$ cat src/rtl/local_bht_update_ctrl.sv
// Read-modify-write updater for the local BHT pattern array: FIFO of resolved branches, then READ/WRITE per entry.
// Optional committed-update counter enabled by defining LOCAL_BHT_UPD_CNT_EN.
module local_bht_update_ctrl #(
    parameter int width = 128,
    parameter int DEPTH = 4
) (
    input  logic             clk_i,
    input  logic             rst_i,
    input  logic             upd_valid_i,
    input  logic [5:0]       upd_index_i,
    input  logic             upd_taken_i,
    output logic             upd_ready_o,
    output logic [5:0]       arr_index_in_o,
    input  logic [width-1:0] arr_dataout_i,
    output logic             arr_write_o,
    output logic [width-1:0] arr_datain_o,
    output logic             busy_o,
    output logic [15:0]      upd_count_o
);

    // state   | meaning
    // S_IDLE  | FIFO empty, array port parked at index 0
    // S_READ  | head index presented, shifted pattern captured at end of cycle
    // S_WRITE | arr_write high, head popped at end of cycle
    typedef enum logic [1:0] {S_IDLE, S_READ, S_WRITE} state_e;

    localparam int PW = $clog2(DEPTH);
    localparam int CW = PW + 1;

    state_e             state_q, state_d;
    logic [PW-1:0]      head_q, tail_q;
    logic [CW-1:0]      count_q;
    logic [width-1:0]   hold_q;
    logic [5:0]         fifo_idx_q [DEPTH];
    logic               fifo_tk_q  [DEPTH];

    logic               full;
    logic               accept;
    logic               pop;
    logic [5:0]         head_idx;
    logic               head_tk;
    logic               unused_dataout_msb;

    assign full        = (count_q == CW'(DEPTH));
    // Held low through reset so the source never sees a ready it cannot use.
    assign upd_ready_o = !rst_i && !full;
    assign accept      = upd_valid_i && upd_ready_o;
    assign pop         = (state_q == S_WRITE);
    assign head_idx    = fifo_idx_q[head_q];
    assign head_tk     = fifo_tk_q[head_q];

    // The MSB of the old pattern is shifted out and never stored.
    assign unused_dataout_msb = arr_dataout_i[width-1];

    always_comb begin
        state_d = state_q;
        case (state_q)
            S_IDLE:  if ((count_q != '0) || accept) state_d = S_READ;
            S_READ:  state_d = S_WRITE;
            S_WRITE: state_d = ((count_q > CW'(1)) || accept) ? S_READ : S_IDLE;
            default: state_d = S_IDLE;
        endcase
    end

    always_ff @(posedge clk_i or posedge rst_i) begin
        if (rst_i) begin
            state_q <= S_IDLE;
            head_q  <= '0;
            tail_q  <= '0;
            count_q <= '0;
            hold_q  <= '0;
        end else begin
            state_q <= state_d;
            if (pop)    head_q <= head_q + PW'(1);
            if (accept) tail_q <= tail_q + PW'(1);
            case ({accept, pop})
                2'b10:   count_q <= count_q + CW'(1);
                2'b01:   count_q <= count_q - CW'(1);
                default: count_q <= count_q;
            endcase
            if (state_q == S_READ) hold_q <= {arr_dataout_i[width-2:0], head_tk};
        end
    end

    // Storage needs no reset: entries are only visible through count_q.
    always_ff @(posedge clk_i) begin
        if (accept) begin
            fifo_idx_q[tail_q] <= upd_index_i;
            fifo_tk_q[tail_q]  <= upd_taken_i;
        end
    end

    assign arr_write_o    = (state_q == S_WRITE);
    assign arr_index_in_o = (state_q == S_IDLE) ? 6'd0 : head_idx;
    assign arr_datain_o   = hold_q;
    assign busy_o         = (count_q != '0) || (state_q != S_IDLE);

`ifdef LOCAL_BHT_UPD_CNT_EN
    logic [15:0] upd_cnt_q;

    always_ff @(posedge clk_i or posedge rst_i) begin
        if (rst_i) begin
            upd_cnt_q <= '0;
        end else if (pop && (upd_cnt_q != 16'hFFFF)) begin
            upd_cnt_q <= upd_cnt_q + 16'd1;
        end
    end

    assign upd_count_o = upd_cnt_q;
`else
    assign upd_count_o = 16'h0000;
`endif

endmodule

$ cat config.mk
export PLATFORM = sky130hd
export DESIGN_NAME = local_bht_update_ctrl
export DESIGN_NICKNAME = d
export VERILOG_FILES = /design/src/rtl/local_bht_update_ctrl.sv
export SDC_FILE = /design/constraint.sdc
export NUM_CORES = 1
export LEC_CHECK = 0
export CORE_AREA = 2 2 113 115
export CTS_CLUSTER_DIAMETER = 60
export DETAILED_ROUTE_END_ITERATION = 16
export DIE_AREA = 0 0 115 117
export DONT_BUFFER_PORTS = 1
export PLACE_DENSITY = 0.77
export SLEW_MARGIN = 20
export SYNTH_ARGS = -nofsm -noshare
export SYNTH_HDL_FRONTEND = slang
export SYNTH_SLANG_ARGS = --single-unit
$ cat constraint.sdc
create_clock -name clk_i -period 6.9 [get_ports clk_i]
set_input_delay 0.69 -clock clk_i [delete_from_list [all_inputs] [get_ports clk_i]]
set_output_delay 0.69 -clock clk_i [all_outputs]
set_load 0.02 [all_outputs]
==> impl_metrics.prom <==
# TYPE chip_impl_metric gauge
chip_impl_info{name="outcome",value="completed"} 1
chip_impl_metric{name="required",unit="ns"} 6.21
chip_impl_metric{name="die_y",unit="um"} 117
chip_impl_info{name="worst_path_dominant_cell_family",value="flip-flops"} 1
chip_impl_metric{name="fillers",unit=""} 1017
chip_impl_metric{name="antenna_cells",unit=""} 0
chip_impl_metric{name="synth_simple_gate_area_share",unit="%"} 23.7
chip_impl_metric{name="drv_cap",unit=""} 0
chip_impl_metric{name="setup-violations-final",unit=""} 0
chip_impl_metric{name="num_vias",unit=""} 4191
chip_impl_info{name="clock-root-buffer",value="sky130_fd_sc_hd__clkbuf_16"} 1
chip_impl_metric{name="routabilityCongestion",unit=""} 0.744
chip_impl_metric{name="cts_made_buffers",unit=""} 17
chip_impl_metric{name="post-cts-setup-buffer-count",unit=""} 0
chip_impl_metric{name="ys.warnings.count",unit=""} 0
chip_impl_info{name="rsz_0062_raised_after_global_routing",value="false"} 1
chip_impl_info{name="critical_path.slowest_cell",value="sky130_fd_sc_hd__dfrtp_1"} 1
chip_impl_metric{name="synth_compound_area_share",unit="%"} 0.593
chip_impl_info{name="yosys_most_used_dff",value="sky130_fd_sc_hd__dfrtp_1"} 1
chip_impl_metric{name="seq_area_frac_synth",unit="%"} 65.3
chip_impl_metric{name="setup-tns-final",unit="ns"} 0
chip_impl_info{name="critical_path_class",value="reg -> out"} 1
chip_impl_metric{name="first_pass_grt_wire_length",unit="mm"} 19.5
chip_impl_metric{name="hold_viol",unit=""} 0
chip_impl_metric{name="clock_tree.buffer_depth",unit=""} 2
chip_impl_metric{name="synthAdderAreaFrac",unit="%"} 1.72
chip_impl_info{name="commonest_cells_after_routing_fill_and_taps_aside",value="387 x sky130_fd_sc_hd__nand2_1, 137 x sky130_fd_sc_hd__dfrtp_1, 28 x sky130_fd_sc_hd__edfxtp_1"} 1
chip_impl_metric{name="antenna_violating_nets_post_route",unit=""} 0
chip_impl_metric{name="grt_use_total",unit="%"} 18.9
chip_impl_metric{name="drt_pass1_iterations",unit=""} 4
chip_impl_metric{name="cts.sinks",unit=""} 165
chip_impl_metric{name="totalWireLength",unit="mm"} 13.4
chip_impl_metric{name="synthCells",unit=""} 651
chip_impl_metric{name="standard_cell_rows",unit=""} 41
chip_impl_metric{name="worstPathMaxFanout",unit=""} 9
chip_impl_metric{name="drc",unit=""} 0
chip_impl_metric{name="grt-ovfl-total",unit=""} 0
chip_impl_info{name="synth.area.top_cells",value="sky130_fd_sc_hd__dfrtp_1 52%, sky130_fd_sc_hd__nand2_1 22%, sky130_fd_sc_hd__edfxtp_1 13%"} 1
chip_impl_metric{name="dieArea",unit="mm^2"} 0.0135
chip_impl_info{name="worstPathCellList",value="mux4_2 > nor2b_1"} 1
chip_impl_metric{name="post_cts_resized",unit=""} 0
chip_impl_metric{name="max-slew-margin-rel",unit="%"} 35.9
chip_impl_metric{name="final_layout_size_suffix_gt1_share",unit="%"} 7.03
chip_impl_metric{name="post_synthesis_register_bit_count",unit=""} 165
chip_impl_info{name="tritoncts",value="yes"} 1
chip_impl_metric{name="flow.area_growth_from_synthesis",unit="%"} 8.98
chip_impl_metric{name="initial_utilization",unit="%"} 53.1
chip_impl_info{name="worstSetupStartpointType",value="flop"} 1
chip_impl_metric{name="clock_skew",unit="ns"} 0.00816
chip_impl_metric{name="worst_setup_hold_path_clk_slew",unit="ns"} 0.06
chip_impl_metric{name="postCtsHoldBufs",unit=""} 0
chip_impl_metric{name="avg_cell_area_syn",unit="um^2"} 10.0
chip_impl_metric{name="initialDrtViolationCount",unit=""} 244
chip_impl_metric{name="p_per_area",unit="mW/mm^2"} 586
chip_impl_metric{name="yosysUniqueCellTypes",unit=""} 25
chip_impl_metric{name="fp.coreArea",unit="mm^2"} 0.0123
chip_impl_metric{name="final_design_area_no_fill",unit="mm^2"} 0.00712
chip_impl_metric{name="timing.final.crit_period",unit="ns"} 2.55
chip_impl_metric{name="max_stage_delay",unit="ns"} 0.66
chip_impl_metric{name="whs",unit="ns"} 0.185
chip_impl_metric{name="finalCritPeriodShare",unit="%"} 36.9
chip_impl_metric{name="cellLeakagePower",unit="nW"} 3.63
chip_impl_metric{name="final_nets",unit=""} 788
chip_impl_metric{name="die_width",unit="um"} 115
chip_impl_metric{name="grt_pass1_vias",unit=""} 4001
chip_impl_metric{name="pins_over_slew_limit",unit=""} 0
chip_impl_metric{name="numPortBuffers",unit=""} 0
chip_impl_info{name="largest_family_of_logic_cells_by_synthesized_area",value="simple AND/OR/NAND/NOR gates"} 1
chip_impl_info{name="setup.worst_path.end_class",value="primary output"} 1
chip_impl_metric{name="xor_xnor_share_of_the_synthesized_area",unit="%"} 0.804
chip_impl_metric{name="muxShareOfSynthArea",unit="%"} 2.74
chip_impl_metric{name="timing.critical_path.buf_inv",unit=""} 0
chip_impl_metric{name="syn-cell-area",unit="mm^2"} 0.00654
chip_impl_info{name="synth_largest_area_cell",value="sky130_fd_sc_hd__dfrtp_1"} 1
chip_impl_metric{name="count_of_flip_flops_with_a_built_in_enable_after_synthesis",unit=""} 28
chip_impl_info{name="layout_commonest_cell",value="sky130_fd_sc_hd__nand2_1"} 1
chip_impl_metric{name="dp.final_hpwl",unit="mm"} 9.41
chip_impl_metric{name="peak_ir_drop_on_the_vdd_network",unit="mV"} 0.268
chip_impl_metric{name="antenna_violations_before_repair",unit=""} 0
chip_impl_metric{name="viasPerCell",unit=""} 5.21
chip_impl_metric{name="htree_levels",unit=""} 4
chip_impl_metric{name="synth.top_cell.area_share",unit="%"} 52.5
chip_impl_metric{name="synth-async-reset-ratio",unit="%"} 83.0
chip_impl_info{name="worst_hold_path_type",value="in -> async"} 1
chip_impl_metric{name="clock_insertion_delay_worst_skew",unit="ns"} 0.42
chip_impl_metric{name="timing_worst_slew_pin_value",unit="ns"} 0.961
chip_impl_metric{name="max_freq",unit="GHz"} 0.393
chip_impl_metric{name="cp.arrival",unit="ns"} 1.86
chip_impl_metric{name="grt_start_max_net_pins",unit=""} 130
chip_impl_metric{name="wl_per_cell",unit="um"} 16.7
chip_impl_metric{name="postPlaceCellArea",unit="mm^2"} 0.00650
chip_impl_metric{name="num_io_pins",unit=""} 291
[cell families (layout without fill, tap and decap cells)]
family                     after synthesis  in the layout
muxes                                    9              9
buffers and inverters                   52             40
xor gates and xnor gates                 6              6
and+or+nand+nor                        403            403
DFF                                    165            165
other                                    1             16
AOI/OAI and AO/OA                        6              6
adders and majority gates                9              9
[metrics by stage]
stage / setup WS, ns / utilization, % / cells / power [mW]
floorplan: 2.52 / - / 666 / 3.01
global placement: 4.72 / 52.8 / 772 / 3.14
detailed placement: 4.62 / 52.8 / 772 / 3.23
CTS: 4.29 / 57.8 / 804 / 4.22
global route: 4.21 / 57.9 / 804 / 4.45
finish: 4.35 / 57.9 / 804 / 4.17
[sequential cells by signal (all words and copies together), names as in the netlist]
signal        count
arr_datain_o    128
fifo_tk_q         4
head_q            2
state_q           2
count_q           3
tail_q            2
fifo_idx_q       24
[path summary, 6_finish.rpt]
kind,from,to,slack (ns),cells after the start
setup / recovery,head_q[0],arr_index_in_o[1],4.35,2
hold / removal,rst_i,state_q[0],0.18,1
setup reg to reg,count_q[0],count_q[2],4.77,8
hold reg to reg,tail_q[0],tail_q[0],0.55,1
max in group asynchronous,rst_i,arr_datain_o[76],5.34,2
min in group clk_i,upd_index_i[4],fifo_idx_q[0][4],0.37,0
[where the power goes]
| group | switching [mW] | leakage [nW] | internal (mW) |
|---|---|---|---|
| Sequential | 0.791 | 1.93 | 1.41 |
| Combinational | 0.664 | 1.40 | 0.332 |
| Clock | 0.366 | 0.299 | 0.606 |
| Total | 1.82 | 3.63 | 2.35 |
[cells in the mapped netlist (all sizes together) (2+ instances only)]
| library cell | count |
|---|---|
| nor2b | 7 |
| edfxtp | 28 |
| nand2 | 387 |
| dfrtp | 137 |
| and3 | 4 |
| buf | 45 |
| xnor2 | 4 |
| mux4 | 7 |
| inv | 6 |
| nor2 | 3 |
| xor2 | 2 |
| ha | 9 |
| a21oi | 4 |
[metal layers]
layer  vias to the layer above  share of wire, %  global-route usage (%)
li1                       1957                 -                       -
met1                      2022                38                    21.6
met2                       182                51                    31.8
met3                        30               8.2                    6.85
met4                         0               2.7                    9.32
met5                         -                 0                       0
[layout make-up]
class / instances / area [um^2] / share of cell area, %
sequential: 165 / 4270 / 59.9
clock inverter: 11 / 146 / 2.06
clock buffer: 21 / 475 / 6.67
timing repair buffer: 2 / 15.0 / 0.211
inverter: 6 / 32.5 / 0.457
multi-input combinational: 449 / 2000 / 28.0
tap: 150 / 188 / 2.63
Note: power is estimated with default switching activity, not from simulation.
